<file path="config.mk">
export PLATFORM = sky130hd
export DESIGN_NAME = byte_serializer
export DESIGN_NICKNAME = d
export VERILOG_FILES = /design/src/rtl/byte_serializer.sv
export SDC_FILE = /design/constraint.sdc
export NUM_CORES = 1
export LEC_CHECK = 0
export ABC_CLOCK_PERIOD_IN_PS = 1600
export CORE_MARGIN = 2
export CORE_UTILIZATION = 52
export DETAILED_ROUTE_END_ITERATION = 8
export PLACE_DENSITY_LB_ADDON = 0.12
export SLEW_MARGIN = 40
export SYNTH_ARGS = -nofsm -noshare
export SYNTH_HDL_FRONTEND = slang
export SYNTH_SLANG_ARGS = --single-unit
</file>
<file path="constraint.sdc">
create_clock -name clk -period 1.6 [get_ports clk]
set_input_delay 0.32 -clock clk [delete_from_list [all_inputs] [get_ports clk]]
set_output_delay 0.32 -clock clk [all_outputs]
set_load 0.02 [all_outputs]
</file>
<file path="src/rtl/byte_serializer.sv">
// Parallel-to-serial stage with a one-entry holding register, feeding the serial sequence detector.
// Optional build macro SERIALIZER_LSB_FIRST_EN sends bit 0 first; default sends bit WIDTH-1 first.
module byte_serializer #(
    parameter int   WIDTH    = 8,
    parameter logic IDLE_BIT = 1'b1
) (
    input  logic             clk,
    input  logic             rst,
    input  logic [WIDTH-1:0] data_in,
    input  logic             data_valid,
    output logic             data_ready,
    output logic             out,
    output logic             frame_start,
    output logic             busy
);

    localparam int CNT_W = (WIDTH > 2) ? $clog2(WIDTH) : 1;
    localparam logic [CNT_W-1:0] CNT_LAST = CNT_W'(WIDTH - 1);

    typedef enum logic {
        IDLE  = 1'b0,
        SHIFT = 1'b1
    } state_t;

    state_t             state_q, state_d;
    logic [WIDTH-1:0]   sh_q, sh_d;
    logic [WIDTH-1:0]   hold_q, hold_d;
    logic               hold_full_q, hold_full_d;
    logic [CNT_W-1:0]   cnt_q, cnt_d;

    logic               transfer;
    logic [WIDTH-1:0]   sh_next;
    logic               cur_bit;

`ifdef SERIALIZER_LSB_FIRST_EN
    assign sh_next = {1'b0, sh_q[WIDTH-1:1]};
    assign cur_bit = sh_q[0];
`else
    assign sh_next = {sh_q[WIDTH-2:0], 1'b0};
    assign cur_bit = sh_q[WIDTH-1];
`endif

    assign data_ready = ~hold_full_q & ~rst;
    assign transfer   = data_valid & data_ready;

    always_comb begin
        state_d     = state_q;
        sh_d        = sh_q;
        hold_d      = hold_q;
        hold_full_d = hold_full_q;
        cnt_d       = cnt_q;
        case (state_q)
            IDLE: begin
                if (transfer) begin
                    sh_d    = data_in;
                    cnt_d   = '0;
                    state_d = SHIFT;
                end
            end
            SHIFT: begin
                if (cnt_q == CNT_LAST) begin
                    // Held character wins over a new one; the two cannot coincide anyway.
                    if (hold_full_q) begin
                        sh_d        = hold_q;
                        hold_full_d = 1'b0;
                        cnt_d       = '0;
                    end else if (transfer) begin
                        sh_d  = data_in;
                        cnt_d = '0;
                    end else begin
                        state_d = IDLE;
                    end
                end else begin
                    sh_d  = sh_next;
                    cnt_d = cnt_q + CNT_W'(1);
                    if (transfer) begin
                        hold_d      = data_in;
                        hold_full_d = 1'b1;
                    end
                end
            end
            default: state_d = IDLE;
        endcase
    end

    always_ff @(posedge clk) begin
        if (rst) begin
            state_q     <= IDLE;
            sh_q        <= '0;
            hold_q      <= '0;
            hold_full_q <= 1'b0;
            cnt_q       <= '0;
        end else begin
            state_q     <= state_d;
            sh_q        <= sh_d;
            hold_q      <= hold_d;
            hold_full_q <= hold_full_d;
            cnt_q       <= cnt_d;
        end
    end

    assign busy        = (state_q == SHIFT);
    assign out         = busy ? cur_bit : IDLE_BIT;
    assign frame_start = busy && (cnt_q == '0);

endmodule

</file>
==> results of run 1 <==
## power by group
group / internal (W) / leakage (nW) / switching (W) / total [W]
Sequential: 0.000558 / 0.173 / 0.0000205 / 0.000578
Combinational: 0.000101 / 0.387 / 0.000108 / 0.000208
Clock: 0.0000975 / 0.0150 / 0.000167 / 0.000265
Total: 0.000756 / 0.575 / 0.000295 / 0.00105
## cell type report
cell class	count	area (um2)	area share, %
flip-flops and latches	21	423	32.4
inverters	5	18.8	1.44
clock buffers	4	26.3	2.01
repair buffers	28	233	17.8
well taps	27	33.8	2.59
multi-input cells	80	572	43.8
## worst register-to-register path, delay by kind of cell (launching register included)
kind / cells / cell delay (ns)
compound gates: 2 / 0.38
fa+ha+maj: 2 / 0.44
buf+inv: 1 / 0.17
flops: 1 / 0.35
simple gates: 1 / 0.08
## cell families after synthesis
group,Yosys count
adders and majority gates,3
buffers and inverters,16
and+or+nand+nor,38
DFF,21
AOI/OAI and AO/OA,30
muxes,9
## flip-flops by register name (all words and copies together) (netlist names)
name and count:
busy 1, hold_full_q 1, hold_q 8, cnt_q 3, sh_q 8
## placed cells by master, fill, tap and decap left out, types with 2 or more instances in the layout
master	synthesis	routed
dfxtp_1	21	19
o21ai_0	3	3
clkdlybuf4s50_1	0	10
nand2b_1	4	3
o211ai_1	12	12
a21oi_1	6	6
nor2_1	2	2
dlygate4sd2_1	0	2
buf_4	0	14
inv_1	3	3
mux2i_1	7	7
inv_2	2	2
dfxtp_2	0	2
nand4b_1	4	4
clkbuf_4	0	3
a41o_1	3	3
a221oi_1	2	2
nand3b_1	3	3
nand3_1	9	9
nand2_1	10	10
ha_1	3	3
## routing by layer
layer / track usage [%] / wire [um]
met3: 4.29 / 116
met4: 12.9 / 67
met5: 0 / 0
met1: 31.5 / 1150
met2: 36.5 / 1080
## stage by stage
step	setup slack (ns)	hold WS, ns	utilization (%)	instance area, um2
2_1_floorplan	0.0353	0.443	-	1050
3_3_place_gp	-0.232	0.458	66.0	1280
3_5_place_dp	-0.295	0.467	66.0	1280
4_1_cts	0.00846	0.484	67.4	1310
5_1_grt	0.00194	0.508	67.3	1310
6_report	0.0326	0.480	67.3	1310
## worst paths after layout
path | cells after the start | from | slack [ns] | endpoint
worst max-delay path | 4 | data_valid | 0.03 | sh_q[2]
worst min-delay path | 2 | hold_q[3] | 0.48 | hold_q[3]
worst max register to register | 6 | cnt_q[0] | 0.11 | sh_q[2]
worst min register to register | 2 | hold_q[3] | 0.48 | hold_q[3]
==> flow_summary_export.csv, run 1 <==
group,metric,value,unit
cts,numCtsBuffers,3,
critical_path,cp.arrival,1.79,ns
cts,cts_resized,8,
finish,layout-drive-gt1-share,18.8,%
synth,yosysTopAreaCell,"dfxtp_1",
drt,via_per_inst,5.82,
synth,synth_most_common_cell,"dfxtp_1",
floorplanning,rows,16,
timing,fin_setup_tns,0,ns
timing,fmax,0.638,GHz
drt,firstDrtPassIters,5,
power,fin_total_pwr,0.00105,W
grt,grt_usage,23.7,%
synth,synth_fa_ha_area_share,3.56,%
synth,avgSynthCellArea,9.00,um2
synth,synth_compound_area_share,20.5,%
flow_run,maxCapViolations,0,
drt,routed_wl,2410,um
floorplanning,start_util,54.3,%
floorplanning,io_pins,15,
status,run_status,"finished, final reports clean",
synth,synth.distinct_cells,29,
timing,fin_crit_sh,98.0,%
timing,max_slew_margin,76.2,%
synth,synth_top_family_by_area,"simple AND/OR/NAND/NOR gates",
synth,synth-xor-area-share,0,%
drt,vias,960,
cts,cts.sinks,21,
synth,yosys.area_share.simple,20.7,%
critical_path,path_cells,"clkdlybuf4s50_1 -> or3b_1 -> mux2i_1 -> a221oi_1",
floorplanning,die_h,49.0,um
timing,worstMarginPinSlew,0.358,ns
synth,yosysSeqAreaShare,39.9,%
finish,fin_nets,153,
cts,cts_tree,"done",
critical_path,crit_path_top_delay_cell,"or3b_1",
timing,clock_skew,0.00670,ns
synth,yosys-mux-area-fraction,8.79,%
cts,root_buffer,"clkbuf_4",
placement,dp_hpwl,1710,um
timing,fin_crit,1.57,ns
critical_path,crit_required,1.83,ns
cts,cts_setup_buffers,0,
placement,port_buffers,14,
cts,path_clk_slew,0.12,ns
synth,synthesis.nets,131,
cts,clock_path_buffers,2,
placement,place.gp.congestion,0.811,
critical_path,path_buf_inv,1,
floorplanning,fp.dieW,49.0,um
drt,antenna_left,0,
grt,grt_pass1_vias,962,
critical_path,cp_slowest_stage_delay,0.53,ns
synth,synth_cells,117,
synth,synth_edf_count,0,
cts,htree_levels,1,
floorplanning,dieArea,2400,um2
synth,synthTopCellsByArea,"dfxtp_1 (40%), o211ai_1 (8.6%), mux2i_1 (6.7%)",
finish,antennaDiodeCount,0,
critical_path,critPathTopFamily,"simple AND/OR/NAND/NOR gates",
synth,yosysTopAreaCellShare,39.9,%
synth,ys_ff_latch,21,
critical_path,worstPathMaxFanout,6,
finish,fillCellCount,174,
grt,grt_pass1_wl,4350,um
power,ir_drop,0.000499,V
synth,synthFlopType,"dfxtp_1",
power,cellLeakagePower,0.575,nW
critical_path,setup.worst_path.end_class,"register",
critical_path,cp-start-kind,"input pin",
cts,cts_hold_buf,0,
power,power.density,805,nW/um2
floorplanning,core,1940,um2
finish,area_growth_syn_to_layout,24.0,%
placement,place_inst,161,
finish,layoutNonFillerInstCount,165,
timing,hold_viol,0,
grt,antenna_found_initial,0,
synth,yosys-top-cells-count,"dfxtp_1 (21), o211ai_1 (12), nand2_1 (10), nand3_1 (9)",
timing,setup_viol,0,
synth,synthArstFlopShare,0,%
grt,grt-ovfl-total,0,
critical_path,path_class,"input pin to register",
timing,rsz0062_at_grt,"false",
timing,drv_slew,0,
drt,drt_first_iter_violations,10,
synth,netlist_area,1050,um2
cts,clock_latency,0.31,ns
min_path,hold_class,"register to register",
drt,wl_per_cell,14.6,um
drt,route.detailed.drc,0,
grt,grt_max_degree,19,
synth,synth_warnings,0,
Note: power is estimated with default switching activity, not from simulation.
==> run 2, diff against run 1 <==
- CAP_MARGIN: unset -> 0
- SLEW_MARGIN: 40 -> unset
==> results of run 2 <==
Final layout, timing and power as in run 1 (identical DEF).
